==> src/rtl/tts_pkg.sv <==
// Shared types and constants for the truth-table sweeper.
package tts_pkg;

    typedef enum logic [1:0] {
        IDLE,
        SETTLE,
        SAMPLE,
        DONE
    } sweep_state_t;

    localparam int unsigned N_IN_DEFAULT = 4;

    // Golden response of a 4-input NAND: only vector 4'b1111 drives 0.
    localparam logic [15:0] GOLDEN_NAND4 = 16'h7FFF;

    function automatic int unsigned num_vec(input int unsigned n);
        return 32'd1 << n;
    endfunction

    localparam int unsigned NUM_VEC = num_vec(N_IN_DEFAULT);

endpackage

==> src/rtl/sweep_settle_timer.sv <==
// Loadable down-counter that times how long each vector is held before sampling.
module sweep_settle_timer #(
    parameter int unsigned SETTLE_CYCLES = 8
) (
    input  logic clk,
    input  logic rst_n,
    input  logic load,
    input  logic en,
    output logic zero
);

    localparam int unsigned CW = $clog2(SETTLE_CYCLES + 1);

    logic [CW-1:0] cnt_q;
    logic [CW-1:0] cnt_d;

    always_comb begin
        cnt_d = cnt_q;
        if (load) begin
            cnt_d = CW'(SETTLE_CYCLES - 1);
        end else if (en && (cnt_q != '0)) begin
            cnt_d = cnt_q - CW'(1);
        end
    end

    always_ff @(posedge clk or negedge rst_n) begin
        if (!rst_n) begin
            cnt_q <= '0;
        end else begin
            cnt_q <= cnt_d;
        end
    end

    assign zero = (cnt_q == '0);

endmodule

==> src/rtl/truth_table_sweeper.sv <==
// Sweeps every input vector of a small combinational DUT and checks its output
// against a golden truth table.
module truth_table_sweeper
    import tts_pkg::*;
#(
    parameter int unsigned           N_IN          = 4,
    parameter int unsigned           SETTLE_CYCLES = 8,
    parameter logic [(2**N_IN)-1:0]  GOLDEN        = GOLDEN_NAND4
) (
    input  logic            clk,
    input  logic            rst_n,
    input  logic            start,
    input  logic            abort,
    input  logic            dut_out,
    output logic [N_IN-1:0] dut_in,
    output logic            busy,
    output logic            done,
    output logic            pass,
    output logic [N_IN:0]   err_count,
    output logic            fail_valid,
    output logic [N_IN-1:0] fail_idx
);

    localparam int unsigned NV = num_vec(N_IN);
    localparam int unsigned EW = N_IN + 1;

    sweep_state_t    state_q, state_d;
    logic [N_IN-1:0] idx_q, idx_d;
    logic [EW-1:0]   err_q, err_d;
    logic            fv_q, fv_d;
    logic [N_IN-1:0] fidx_q, fidx_d;

    logic timer_load;
    logic timer_en;
    logic timer_zero;
    logic mismatch;

    sweep_settle_timer #(
        .SETTLE_CYCLES(SETTLE_CYCLES)
    ) u_timer (
        .clk  (clk),
        .rst_n(rst_n),
        .load (timer_load),
        .en   (timer_en),
        .zero (timer_zero)
    );

    assign mismatch = (dut_out != GOLDEN[idx_q]);

    always_comb begin
        state_d    = state_q;
        idx_d      = idx_q;
        err_d      = err_q;
        fv_d       = fv_q;
        fidx_d     = fidx_q;
        timer_load = 1'b0;
        timer_en   = 1'b0;

        if (abort) begin
            state_d = IDLE;
            idx_d   = '0;
            err_d   = '0;
            fv_d    = 1'b0;
            fidx_d  = '0;
        end else begin
            unique case (state_q)
                IDLE, DONE: begin
                    if (start) begin
                        idx_d      = '0;
                        err_d      = '0;
                        fv_d       = 1'b0;
                        fidx_d     = '0;
                        timer_load = 1'b1;
                        state_d    = SETTLE;
                    end
                end
                SETTLE: begin
                    if (timer_zero) begin
                        state_d = SAMPLE;
                    end else begin
                        timer_en = 1'b1;
                    end
                end
                SAMPLE: begin
                    if (mismatch) begin
                        if (err_q != EW'(NV)) begin
                            err_d = err_q + EW'(1);
                        end
                        if (!fv_q) begin
                            fv_d   = 1'b1;
                            fidx_d = idx_q;
                        end
                    end
                    // The last vector stays applied in DONE; idx never wraps.
                    if (idx_q == N_IN'(NV - 1)) begin
                        state_d = DONE;
                    end else begin
                        idx_d      = idx_q + N_IN'(1);
                        timer_load = 1'b1;
                        state_d    = SETTLE;
                    end
                end
                default: state_d = IDLE;
            endcase
        end
    end

    always_ff @(posedge clk or negedge rst_n) begin
        if (!rst_n) begin
            state_q <= IDLE;
            idx_q   <= '0;
            err_q   <= '0;
            fv_q    <= 1'b0;
            fidx_q  <= '0;
        end else begin
            state_q <= state_d;
            idx_q   <= idx_d;
            err_q   <= err_d;
            fv_q    <= fv_d;
            fidx_q  <= fidx_d;
        end
    end

    // dut_in is the registered index, so it only moves on the vector edge.
    assign dut_in     = idx_q;
    assign busy       = (state_q == SETTLE) || (state_q == SAMPLE);
    assign done       = (state_q == DONE);
    assign pass       = done && (err_q == '0);
    assign err_count  = err_q;
    assign fail_valid = fv_q;
    assign fail_idx   = fidx_q;

endmodule

==> config.mk <==
export PLATFORM = sky130hd
export DESIGN_NAME = truth_table_sweeper
export DESIGN_NICKNAME = d
export VERILOG_FILES = /design/src/rtl/tts_pkg.sv /design/src/rtl/sweep_settle_timer.sv /design/src/rtl/truth_table_sweeper.sv
export SDC_FILE = /design/constraint.sdc
export NUM_CORES = 1
export LEC_CHECK = 0
export ABC_AREA = 1
export CORE_AREA = 4 4 54 56
export CTS_CLUSTER_SIZE = 24
export DETAILED_ROUTE_END_ITERATION = 8
export DIE_AREA = 0 0 58 60
export DONT_BUFFER_PORTS = 1
export PLACE_DENSITY_LB_ADDON = 0.05
export SLEW_MARGIN = 10
export SYNTH_ARGS = -nofsm -noshare
export SYNTH_HDL_FRONTEND = slang
export SYNTH_SLANG_ARGS = --single-unit
==> constraint.sdc <==
create_clock -name clk -period 1.4 [get_ports clk]
set_input_delay 0.42 -clock clk [delete_from_list [all_inputs] [get_ports clk]]
set_output_delay 0.42 -clock clk [all_outputs]
set_load 0.005 [all_outputs]
# Word-level counts from Yosys, hierarchy flattened
# Memory sizes are Yosys's and may differ from the RTL's.
# Cells that the tools add are included.
# W data, S select, Z words.
[word_totals] regBits=20 rom_bits=16 in_bits=5 output_inout_bits=17 memories=1
[op_classes] addsub=3 magnitude_cmp=1 eq_ne=12 n_mux=32 reduce_logical=15
[mem_list] name="(name not given)" depth=16 word_bits=1 read_ports=1 rd_clocked_by_memory_dff=0 write_ports=0 line_no="truth_table_sweeper.sv:48" text="assign mismatch = (dut_out != GOLDEN[idx_q]);"
[ops] operator="$mux W4" count=8
[ops] operator="$mux W5" count=4
[ops] operator="$ne A3 B3 Y1 const B" count=6
[ops] operator="$pmux W4 S2" count=2
[ops] operator="$mux W1" count=10
[ops] operator="$pmux W5 S2" count=1
[ops] operator="$mux W2" count=4
[ops] operator="$reduce_and A4 Y1" count=2
[ops] operator="$pmux W2 S3" count=1
[ops] operator="$reduce_and A3 Y1" count=2
[ops] operator="$add A5 B1 Y5 const B" count=1
[ops] operator="$logic_not A5 Y1" count=1
[ops] operator="$lt A4 B5 Y1 const B" count=1
[ops] operator="$ne A5 B5 Y1 const B" count=1
[ops] operator="$add A4 B1 Y4 const B" count=1
[ops] operator="$eq A2 B2 Y1 const B" count=2
[ops] operator="$eq A4 B4 Y1 const B" count=1
[ops] operator="$logic_not A4 Y1" count=1
[ops] operator="$pmux W1 S2" count=2
[ops] operator="$reduce_bool A4 Y1" count=1
[ops] operator="$sub A4 B1 Y4 const B" count=1
[ops] operator="$reduce_bool A3 Y1" count=1
[ops] operator="$eq A2 B1 Y1 const B" count=1
[ops] operator="$logic_and A1 B1 Y1" count=2
[ops] operator="6 further kinds" count=6

# Logic depth before layout (Yosys ltp)
# Gate-level depths: netlist (run 1).
[logic_depth] ltp_word=7 ltp_mapped=10

# By module
# From an unflattened synthesis (run 1), not the netlist that was laid out.
[unflattened] cells_unflattened=173 hier_area_um2=1367.6
[by_module_without_submodules] module="truth_table_sweeper" instances=1 cells_per_inst=139 area_each_um2=1107.3 seq_area_each_um2=400.4
[by_module_without_submodules] module="sweep_settle_timer" instances=1 cells_per_inst=34 area_each_um2=260.2 seq_area_each_um2=100.1

# Worst setup path before layout (run 1)
# No wires, ideal clock.
[synth_path] path_type="flip-flop to flip-flop" from="reg state_q[0]" to="reg err_q[0] (netlist: err_count[0])" setup_ns=0.117 t_arrival_ns=1.387 required_ns=1.283 setup_slack_ns=-0.104 stages_incl_launch_ff=10 n_path_buf=1 synth_period_minus_slack_ns=1.504 path_cell_list="dfrtp_1 > inv_1 > ha_1 > inv_1 > nand3_2 > nand2_2 > clkinv_2 > buf_6 > nand4_1 > nand2_1"
[synth_between] elab_chain_cells=4
[synth_lines] element="start, declared" line_no="truth_table_sweeper.sv:27" text="sweep_state_t state_q, state_d;"
[synth_lines] element="start signal, assigned" line_no="truth_table_sweeper.sv:116" text="state_q <= state_d;"
[synth_lines] element="$eq A2 B2 Y1 or $logic_not A2 Y1 (tied branches)" line_no="truth_table_sweeper.sv:66" text="unique case (state_q)"
[synth_lines] element="$reduce_or A2 Y1" line_no="truth_table_sweeper.sv:66"
[synth_lines] element="$ne A3 B3 Y1 (no source line) (tied with other cells)"
[synth_lines] element="$reduce_and A4 Y1 (no source line) or $mux W5 (tied branches)"
[synth_lines] element="end signal, assigned" line_no="truth_table_sweeper.sv:118" text="err_q <= err_d;"
[synth_lines] element="end, declared" line_no="truth_table_sweeper.sv:29" text="logic [EW-1:0] err_q, err_d;"
# Parallel ways exist; a longest one is shown, timed or not.
# A chain may end at the register's enable or synchronous reset.

# Worst setup path in the final report (run 1)
[layout_path] from="reg err_q[0] (netlist: err_count[0])" to="out pass"
[layout_between] elab_chain_cells=2
[layout_lines] element="$logic_not A5 Y1" line_no="truth_table_sweeper.sv:128" text="assign pass = done && (err_q == '0);"
[layout_lines] element="$logic_and A1 B1 Y1" line_no="truth_table_sweeper.sv:128"
[layout_lines] element="end, declared" line_no="truth_table_sweeper.sv:18" text="output logic pass,"
# Every way passes these cells.

==> results of run 1 <==
registers in the layout, summed over array words and instances, names as in the netlist:
register and flops:
dut_in 4, err_count 5, fail_idx 4, fail_valid 1, state_q 2, u_timer.cnt_q 4
worst register-to-register path, stage by stage (launching register included):
cell and delay (ps):
dfrtp_2 460, ha_4 290, inv_4 40, buf_6 110, nand3_4 90, nand2_8 80, nor2_4 240, buf_4 160
o21ai_2 40
layout make-up:
| cell class | instances | area (µm²) | share of cell area [%] |
|---|---|---|---|
| Multi-Input combinational cell | 121 | 855.8 | 49.67 |
| Tap cell | 30 | 37.54 | 2.179 |
| Timing Repair inverter | 1 | 8.758 | 0.5084 |
| Sequential cell | 20 | 503.0 | 29.19 |
| Timing Repair Buffer | 21 | 185.2 | 10.75 |
| Clock buffer | 3 | 22.52 | 1.307 |
| Inverter | 24 | 110.1 | 6.391 |
per-layer routing:
metal	wire length, µm	part of all wire, %	track usage [%]
met5	0	0	0
met4	57	1.8	3.974
met3	127	4.0	2.376
met2	1655	53	31.77
met1	1307	42	23.24
power by group:
group          internal [mW]  switching, mW  total, mW
clock                  0.100          0.165      0.265
sequential             0.652         0.0658      0.718
combinational          0.586          0.750       1.34
total                   1.34          0.981       2.32
final timing paths:
check	end	slack, ps	depth (start not counted)
hold / removal	fail_idx[3]	310	1
min in group clk	err_count[1]	330	3
setup / recovery	pass	-220	6
hold reg to reg	fail_idx[0]	540	2
max in group asynchronous	state_q[1]	460	1
setup reg to reg	dut_in[3]	-200	8
placed cells by master, fill, tap and decap left out:
cell / netlist / layout
ha_4: 0 / 4
nand2_8: 0 / 1
clkinv_8: 0 / 1
o21ai_1: 1 / 6
o211ai_1: 1 / 1
clkbuf_4: 0 / 3
nor3_1: 1 / 1
nand2_2: 2 / 3
nand2_4: 2 / 4
inv_4: 0 / 1
inv_2: 2 / 8
ha_1: 9 / 5
dlymetal6s4s_1: 0 / 1
buf_4: 0 / 14
o21ai_4: 0 / 1
nand2_1: 43 / 39
inv_6: 1 / 2
xor2_1: 1 / 1
inv_1: 20 / 13
nand4_1: 13 / 13
nand3_2: 3 / 3
nor2_2: 0 / 3
nand3_1: 14 / 10
buf_6: 2 / 6
or2_0: 1 / 1
o21ai_0: 8 / 2
xnor2_1: 1 / 1
o21ai_2: 2 / 2
dfrtp_2: 0 / 2
nand3_4: 2 / 6
nor2_1: 16 / 12
dfrtp_1: 20 / 18
nor2_4: 1 / 2
kinds of logic after synthesis:
kind of cell	share of synthesized area, %
AOI/OAI and AO/OA	5.288
xor gates and xnor gates	1.322
adders and majority gates	8.499
buffers and inverters	9.726
DFF	37.77
and+or+nand+nor	37.39
repair_timing:
action,4_1_cts,5_1_grt
gates cloned,1,0
setup buffers,0,6
endpoints found under the setup margin,16,44
pin swaps,1,20
resized for setup,10,44
hold buffers,1,0
endpoints found under the hold margin,20,0
==> impl_summary.log, run 1 <==
INFO  metric max_cap_viol_count = 0
INFO  metric remaining_drc_errors = 0
INFO  metric status = finished, violations left
INFO  metric drt-wirelength-per-cell = 14.31 µm
INFO  metric slew_headroom = 39.02%
INFO  metric critical_path.startpoint_type = flop
INFO  metric syn_area = 0.001325 mm²
INFO  metric dr.first_iter.drc_count = 62
INFO  metric synth-async-reset-ratio = 100.0%
INFO  metric failed_checks = negative setup slack
INFO  metric report.final.hold_viol_count = 0
INFO  metric placed_cell_area = 0.001450 mm²
INFO  metric cts_max_path_buffers = 2
INFO  metric critPathMaxStageDelay = 380 ps
INFO  metric drt-total-wl = 3.148 mm
INFO  metric timing.critical_path.cells = inv_1 -> ha_1 -> nand2_1 -> nor2_2 -> nand2_1 -> nor2_2
INFO  metric worst_max_slew_pin_slew = 914.7 ps
INFO  metric grt.overflow.total = 0
INFO  metric critPathKind = reg2out
INFO  metric synth-warning-count = 0
INFO  metric worst-path-max-fanout = 2
INFO  metric globalplace.congestion = 0.8981
INFO  metric tritoncts = yes
INFO  metric post-route-worst-setup-slack = -223.5 ps
INFO  metric ios = 22
INFO  metric postLayoutCellArea = 0.001723 mm²
INFO  metric cells_after_dpl = 209
INFO  metric crit_path_start = err_count[0]
INFO  metric cts.htree.levels = 1
INFO  metric synth_cells = 169
INFO  metric critical_path_arrival = 1200 ps
INFO  metric critical_path.endpoint_type = primary output
INFO  metric ctsRootBufferMaster = clkbuf_4
INFO  metric tritoncts.num_buffers = 3
INFO  metric layout.cells.non_filler = 220
INFO  metric period_minus_slack = 1623 ps
INFO  metric critical_path.n_buffers_inverters = 1
INFO  metric min_period_over_period = 116.0%
INFO  metric starting_density_of_the_core = 54.48%
INFO  metric layout.filler_cells = 205
INFO  metric detailroute.via_count = 1181
INFO  metric ys_seq_area_share = 37.77%
INFO  metric antenna_violations_before_repair = 0
INFO  metric area_growth_syn_to_layout = 30.03%
INFO  metric synth_area_per_cell = 7.840 µm²
INFO  metric postSynthRegisterBits = 20
INFO  metric design_power_total = 2.320 mW
INFO  metric floorplan.die_area = 0.003480 mm²
INFO  metric antenna-diode-count = 0
INFO  metric hold_ws = 307.6 ps
INFO  metric r2r_start = state_q[1]
INFO  metric worst_hold_path_type = in2async
INFO  metric totalNegativeSetupSlack = -1734 ps
INFO  metric synthDistinctLibCells = 25
INFO  metric unrepaired_setup_endpoints_after_global_routing = true
INFO  metric syn_nets = 183
INFO  metric pin_count_of_the_biggest_net_entering_global_routing = 21
INFO  metric vdd.ir_drop.worst = 0.9773 mV
INFO  metric place_hpwl = 2.195 mm
INFO  metric chipHeight = 60 µm
INFO  metric synth_largest_area_cell = dfrtp_1
INFO  metric p_leak = 0.8508 nW
INFO  metric core-area = 0.002432 mm²
INFO  metric final_core_utilization = 70.83%
INFO  metric postRouteAntennaNets = 0
INFO  metric worst_path_dominant_cell_family = flip-flops
INFO  metric achievable-frequency = 616.0 MHz
INFO  metric setup-violations-final = 17
INFO  metric fp.dieW = 58 µm
INFO  metric post_synth_main_area_contributors = dfrtp_1, nand2_1, ha_1, nand4_1, inv_1
INFO  metric clkSlewWorstSetupHoldPaths = 110 ps
INFO  metric synth_most_common_cell = nand2_1
INFO  metric post-synth-top-area-fraction = 37.77%
INFO  metric drt-pass1-iter-count = 4
INFO  metric timing_max_transition_violations_final = 0
INFO  metric placementRows = 18
INFO  metric synth-edff-count = 0
INFO  metric placement.io_buffers = 0
INFO  metric crit_path_top_delay_cell = dfrtp_1
INFO  metric worst_skew_pair.late_latency = 300 ps
INFO  metric grt_pass1_wl = 4.899 mm
INFO  metric grt_use_total = 17.92%
INFO  metric setup_slack_at_placement = -100.3 ps
INFO  metric cts.sink_count = 20
INFO  metric final.setup_skew = 13.42 ps
INFO  metric share_of_cells_above_drive_strength_1 = 34.74%
INFO  metric vias_in_the_first_global_route = 1116
INFO  metric critical_path_required = 980 ps
INFO  metric netlist_top_cells_count = nand2_1, dfrtp_1, inv_1
INFO  metric ys_dominant_reg_cell = dfrtp_1
INFO  metric detail_route.vias_per_cell = 5.368
INFO  metric finalNetCount = 206
INFO  metric power.density = 1346 mW/mm²
Power figures use the tool's default switching activity.
==> run 2, diff against run 1 <==
--- a/config.mk
+++ b/config.mk
@@ -6,10 +6,11 @@
 export NUM_CORES = 1
 export LEC_CHECK = 0
 export ABC_AREA = 1
-export CORE_AREA = 4 4 54 56
+export CAP_MARGIN = 25
+export CORE_AREA = 2 2 52 54
 export CTS_CLUSTER_SIZE = 24
 export DETAILED_ROUTE_END_ITERATION = 8
-export DIE_AREA = 0 0 58 60
+export DIE_AREA = 0 0 54 56
 export DONT_BUFFER_PORTS = 1
 export PLACE_DENSITY_LB_ADDON = 0.05
 export SLEW_MARGIN = 10
==> impl_summary.log, run 2 (synthesized netlist as in run 1, its figures left out) <==
INFO  metric mostFrequentLayoutCell = nand2_1
INFO  metric globalplace.congestion = 0.8232
INFO  metric tritoncts = yes
INFO  metric worst_max_slew_pin_slew = 338.8 ps
INFO  metric detailroute.via_count = 1213
INFO  metric crit_path_top_delay_cell = dfrtp_1
INFO  metric critPathKind = reg2out
INFO  metric timing.critical_path.cells = inv_1 -> ha_2 -> nand2_2 -> nor2_4 -> nand2_2 -> nor2_4
INFO  metric layout.area.seq = 503.0 µm²
INFO  metric critical_path_arrival = 1310 ps
INFO  metric worst_hold_path_type = in2reg
INFO  metric critical_path_required = 980 ps
INFO  metric critical_path.startpoint_type = flop
INFO  metric worst_skew_pair.late_latency = 300 ps
INFO  metric postLayoutCellArea = 0.001853 mm²
INFO  metric core-area = 0.002432 mm²
INFO  metric layout.filler_cells = 180
INFO  metric hold_ws = 307.8 ps
INFO  metric placed_cell_area = 0.001458 mm²
INFO  metric timing_max_transition_violations_final = 0
INFO  metric postRouteAntennaNets = 0
INFO  metric dr.first_iter.drc_count = 20
INFO  metric clkSlewWorstSetupHoldPaths = 110 ps
INFO  metric power.density = 1355 mW/mm²
INFO  metric multiInputGateArea = 905.9 µm²
INFO  metric fp.dieW = 54 µm
INFO  metric remaining_drc_errors = 0
INFO  metric placementRows = 18
INFO  metric place_hpwl = 2.202 mm
INFO  metric max_cap_viol_count = 0
INFO  metric antenna-diode-count = 0
INFO  metric slew_headroom = 77.41%
INFO  metric starting_density_of_the_core = 54.48%
INFO  metric status = finished, violations left
INFO  metric achievable-frequency = 577.1 MHz
INFO  metric worst-path-max-fanout = 2
INFO  metric critical_path.endpoint_type = primary output
INFO  metric layout.cells.non_filler = 227
INFO  metric failed_checks = negative setup slack
INFO  metric totalNegativeSetupSlack = -1975 ps
INFO  metric timing.reg2reg.worst_path_depth = 8
INFO  metric pin_count_of_the_biggest_net_entering_global_routing = 21
INFO  metric cells_after_dpl = 210
INFO  metric share_of_cells_above_drive_strength_1 = 45.69%
INFO  metric vias_in_the_first_global_route = 1133
INFO  metric vdd.ir_drop.worst = 1.042 mV
INFO  metric antenna_violations_before_repair = 0
INFO  metric drt-wirelength-per-cell = 14.73 µm
INFO  metric critPathMaxStageDelay = 400 ps
INFO  metric chipHeight = 56 µm
INFO  metric min_period_over_period = 123.8%
INFO  metric ctsRootBufferMaster = clkbuf_4
INFO  metric ios = 22
INFO  metric report.final.hold_viol_count = 0
INFO  metric holdPathStages = 3
INFO  metric unrepaired_setup_endpoints_after_global_routing = true
INFO  metric final.setup_skew = 5.211 ps
INFO  metric period_minus_slack = 1733 ps
INFO  metric design_power_total = 2.510 mW
INFO  metric layout_common_cells = nand2_1, dfrtp_1, buf_4
INFO  metric cts_max_path_buffers = 2
INFO  metric largest_register_ffs = 5
INFO  metric p_leak = 0.8919 nW
INFO  metric tritoncts.num_buffers = 3
INFO  metric setup_slack_at_placement = -72.77 ps
INFO  metric grt_use_total = 23.01%
INFO  metric grt.overflow.total = 0
INFO  metric final_core_utilization = 76.18%
INFO  metric cts.htree.levels = 1
INFO  metric grt_pass1_wl = 5.223 mm
INFO  metric setup-violations-final = 19
INFO  metric area_growth_syn_to_layout = 39.85%
INFO  metric finalNetCount = 213
INFO  metric drt-pass1-iter-count = 4
INFO  metric cts.sink_count = 20
INFO  metric detail_route.vias_per_cell = 5.344
INFO  metric placement.io_buffers = 0
INFO  metric post-route-worst-setup-slack = -332.8 ps
INFO  metric floorplan.die_area = 0.003024 mm²
INFO  metric drt-total-wl = 3.344 mm
[run 2: cell types whose count changed in the layout (fill, tap and decap cells not counted), moves of 2 or more]
cell | before | now
nand2_1 | 39 | 26
nand2_2 | 3 | 16
buf_4 | 14 | 17
buf_6 | 6 | 8
nand3_1 | 10 | 8
nand3_2 | 3 | 5
nor2_2 | 3 | 1
nor2_4 | 2 | 4
o21ai_0 | 2 | 0
o21ai_2 | 2 | 4
[run 2: worst paths after layout]
| check | end | start | slack, ps |
|---|---|---|---|
| worst max-delay path | pass | err_count[1] | -330 |
| worst min-delay path | err_count[0] | abort | 310 |
| worst max register to register | dut_in[1] | state_q[0] | -160 |
| worst min register to register | fail_idx[2] | fail_idx[2] | 530 |
| max in group asynchronous | state_q[1] | rst_n | 610 |
| min in group asynchronous | fail_idx[2] | rst_n | 380 |
[run 2: worst max-delay path, delay by kind of cell, from the launching register on]
family | cells | cell delay, ps
and+or+nand+nor | 4 | 360
DFF | 1 | 400
buffers and inverters | 1 | 70
adders and majority gates | 1 | 170
[run 2: repair_timing]
| action | in CTS | in global routing |
|---|---|---|
| hold buffers | 1 | 0 |
| resized for setup | 22 | 51 |
| endpoints found under the hold margin | 20 | 0 |
| setup endpoints to repair | 18 | 24 |
| pin swaps | 6 | 26 |
| gates cloned | 1 | 0 |
| buffers inserted | 2 | 9 |
[run 2: where the power goes]
part / internal [mW] / leakage [nW] / switching [mW]
sequential: 0.652 / 0.263 / 0.0646
clock: 0.100 / 0.0138 / 0.178
combinational: 0.685 / 0.615 / 0.831
[run 2: final cells by class]
cell class	instances	share of cell area (%)
multi-input combinational	121	48.89
sequential	20	27.14
timing repair buffer	28	14.18
inverter	24	5.942
tap	30	2.026
clock buffer	3	1.215
timing repair inverter	1	0.6077
[run 2: layer usage]
layer	share of wire, %	up-vias	global-route usage, %	wire [µm]
met5	0	-	0	0
met4	0.81	0	5.357	27
met3	3.8	4	3.226	126
met2	55	28	40.24	1824
met1	41	572	28.91	1366
li1	-	609	-	-
==> run 3, diff against run 2 <==
--- a/config.mk
+++ b/config.mk
@@ -7,10 +7,10 @@
 export LEC_CHECK = 0
 export ABC_AREA = 1
 export CAP_MARGIN = 25
-export CORE_AREA = 2 2 52 54
+export CORE_AREA = 2 2 49 51
 export CTS_CLUSTER_SIZE = 24
 export DETAILED_ROUTE_END_ITERATION = 8
-export DIE_AREA = 0 0 54 56
+export DIE_AREA = 0 0 51 53
 export DONT_BUFFER_PORTS = 1
 export PLACE_DENSITY_LB_ADDON = 0.05
 export SLEW_MARGIN = 10
==> constraint.sdc (replaced) <==
create_clock -name clk -period 2.15 [get_ports clk]
set_input_delay 0.645 -clock clk [delete_from_list [all_inputs] [get_ports clk]]
set_output_delay 0.645 -clock clk [all_outputs]
set_load 0.005 [all_outputs]
==> impl_summary.log, run 3 (synthesized netlist as in run 1, its figures left out) <==
INFO  metric status = completed
INFO  metric remaining_drc_errors = 0
INFO  metric final_core_utilization = 64.88%
INFO  metric detailroute.via_count = 1100
INFO  metric layout.cells.non_filler = 198
INFO  metric critical_path_required = 1500 ps
INFO  metric share_of_cells_above_drive_strength_1 = 12.94%
INFO  metric max_cap_viol_count = 0
INFO  metric placed_cell_area = 0.001328 mm²
INFO  metric placement.io_buffers = 0
INFO  metric ctsRootBufferMaster = clkbuf_4
INFO  metric worst_max_slew_pin_slew = 544.1 ps
INFO  metric grt_pass1_wl = 4.360 mm
INFO  metric p_leak = 0.7211 nW
INFO  metric tritoncts.num_buffers = 3
INFO  metric area_growth_syn_to_layout = 5.194%
INFO  metric clkSlewWorstSetupHoldPaths = 120 ps
INFO  metric worst_hold_path_type = in2async
INFO  metric cells_after_dpl = 193
INFO  metric cts.sink_count = 20
INFO  metric min_period_over_period = 95.43%
INFO  metric worst_skew_pair.late_latency = 300 ps
INFO  metric power.density = 867.4 mW/mm²
INFO  metric antenna-diode-count = 0
INFO  metric place_hpwl = 1.882 mm
INFO  metric r2r_start = state_q[0]
INFO  metric final.setup_skew = 1.073 ps
INFO  metric power.share.sequential = 39.1%
INFO  metric ios = 22
INFO  metric p_sw_share = 38.41%
INFO  metric antenna_violations_before_repair = 0
INFO  metric chipHeight = 53 µm
INFO  metric crit_path_top_delay_cell = dfrtp_2
INFO  metric critPathKind = reg2out
INFO  metric achievable-frequency = 487.4 MHz
INFO  metric post_cts_buffers = 0
INFO  metric postRouteAntennaNets = 0
INFO  metric totalNegativeSetupSlack = 0 ps
INFO  metric post-route-worst-setup-slack = 98.15 ps
INFO  metric drt-total-wl = 2.513 mm
INFO  metric dr.first_iter.drc_count = 35
INFO  metric cts.htree.levels = 1
INFO  metric core-area = 0.002148 mm²
INFO  metric grt_use_total = 21.38%
INFO  metric setup-violations-final = 0
INFO  metric net_switching_power = 0.4644 mW
INFO  metric clkPwrFrac = 25.6%
INFO  metric timing_max_transition_violations_final = 0
INFO  metric layout.filler_cells = 193
INFO  metric placementRows = 17
INFO  metric tritoncts = yes
INFO  metric worst_path_dominant_cell_family = flip-flops
INFO  metric pin_count_of_the_biggest_net_entering_global_routing = 21
INFO  metric globalplace.congestion = 0.8009
INFO  metric critPathMaxStageDelay = 480 ps
INFO  metric critical_path.endpoint_type = primary output
INFO  metric postLayoutCellArea = 0.001394 mm²
INFO  metric critical_path.n_buffers_inverters = 1
INFO  metric worst-path-max-fanout = 7
INFO  metric mostFrequentLayoutCell = nand2_1
INFO  metric timing.reg2reg.worst_path_depth = 9
INFO  metric rr_endpoint = fail_idx[3]
INFO  metric fp.dieW = 51 µm
INFO  metric unrepaired_setup_endpoints_after_global_routing = false
INFO  metric grt.overflow.total = 0
INFO  metric cp_num_cells = 6
INFO  metric cts_max_path_buffers = 2
INFO  metric vdd.ir_drop.worst = 0.6292 mV
INFO  metric path_common_cell = nand2_1
INFO  metric period_minus_slack = 2052 ps
INFO  metric worst-r2r-setup-slack = 410 ps
INFO  metric critical_path_arrival = 1410 ps
INFO  metric vias_in_the_first_global_route = 1017
INFO  metric drt-pass1-iter-count = 4
INFO  metric setup_slack_at_placement = 343.6 ps
INFO  metric finalNetCount = 185
INFO  metric detail_route.vias_per_cell = 5.556
INFO  metric slew_headroom = 63.60%
INFO  metric power.share.combinational = 35.3%
INFO  metric report.final.hold_viol_count = 0
INFO  metric timing.critical_path.cells = inv_1 -> ha_1 -> nand2_1 -> nor2_2 -> nand2_1 -> nor2_1
INFO  metric largest_register_ffs = 5
INFO  metric internal_power = 0.7446 mW
INFO  metric floorplan.die_area = 0.002703 mm²
INFO  metric layout_common_cells = nand2_1, inv_1, dfrtp_1
INFO  metric drt-wirelength-per-cell = 12.69 µm
INFO  metric starting_density_of_the_core = 61.68%
INFO  metric critical_path.startpoint_type = flop
-- run 3: routing by layer --
metal	up-vias	routed length [µm]	global-route usage, %
li1	554	-	-
met1	511	1184	26.75
met2	33	1168	37.45
met3	2	135	3.672
met4	0	25	6.757
met5	-	0	0
-- run 3: worst max path at each step --
stage,from,endpoint,slack [ps]
3_5_place_dp,err_count[0],pass,340
6_report,err_count[0],pass,100
2_1_floorplan,err_count[0],pass,480
5_1_grt,err_count[1],pass,6
3_3_place_gp,err_count[0],pass,400
4_1_cts,err_count[0],pass,60
-- run 3: cell type report --
cell class / instances / area, µm² / share of cell area [%]
Clock buffer: 3 / 22.52 / 1.616
Clock inverter: 1 / 30.03 / 2.154
Inverter: 24 / 96.34 / 6.912
Multi-Input combinational cell: 121 / 698.2 / 50.09
Sequential cell: 20 / 501.7 / 36.00
Tap cell: 28 / 35.03 / 2.513
Timing Repair Buffer: 1 / 10.01 / 0.7181
-- run 3: per-stage QoR --
step | hold WS [ps] | power (mW)
finish | 16.13 | 1.209
global route | 4.907 | 1.293
CTS | 4.475 | 1.208
detailed placement | 349.8 | 0.8928
global placement | 349.8 | 0.8749
floorplan | 349.4 | 0.8321
-- run 3: worst register-to-register path: stages, from the launching register on --
cell	delay (ps)
dfrtp_1	440
inv_1	60
ha_1	320
inv_1	150
nand3_2	90
nand2_2	100
clkinv_2	180
nand3_1	210
nand2_1	70
nand2_1	60
-- run 3: what timing repair did --
item                                    in CTS  in global routing
gates resized for setup                      1                  1
hold buffers                                 0                  1
hold endpoints to repair                     0                 12
endpoints found under the setup margin       1                  1
-- run 3: power by group through the flow --
stage | Sequential, mW | Clock (mW) | Combinational (mW)
after floorplan | 0.467 | 0 | 0.365
final | 0.472 | 0.310 | 0.427
after global routing | 0.478 | 0.326 | 0.488
after detailed placement | 0.479 | 0 | 0.414
after global placement | 0.475 | 0 | 0.400
after CTS | 0.472 | 0.318 | 0.418
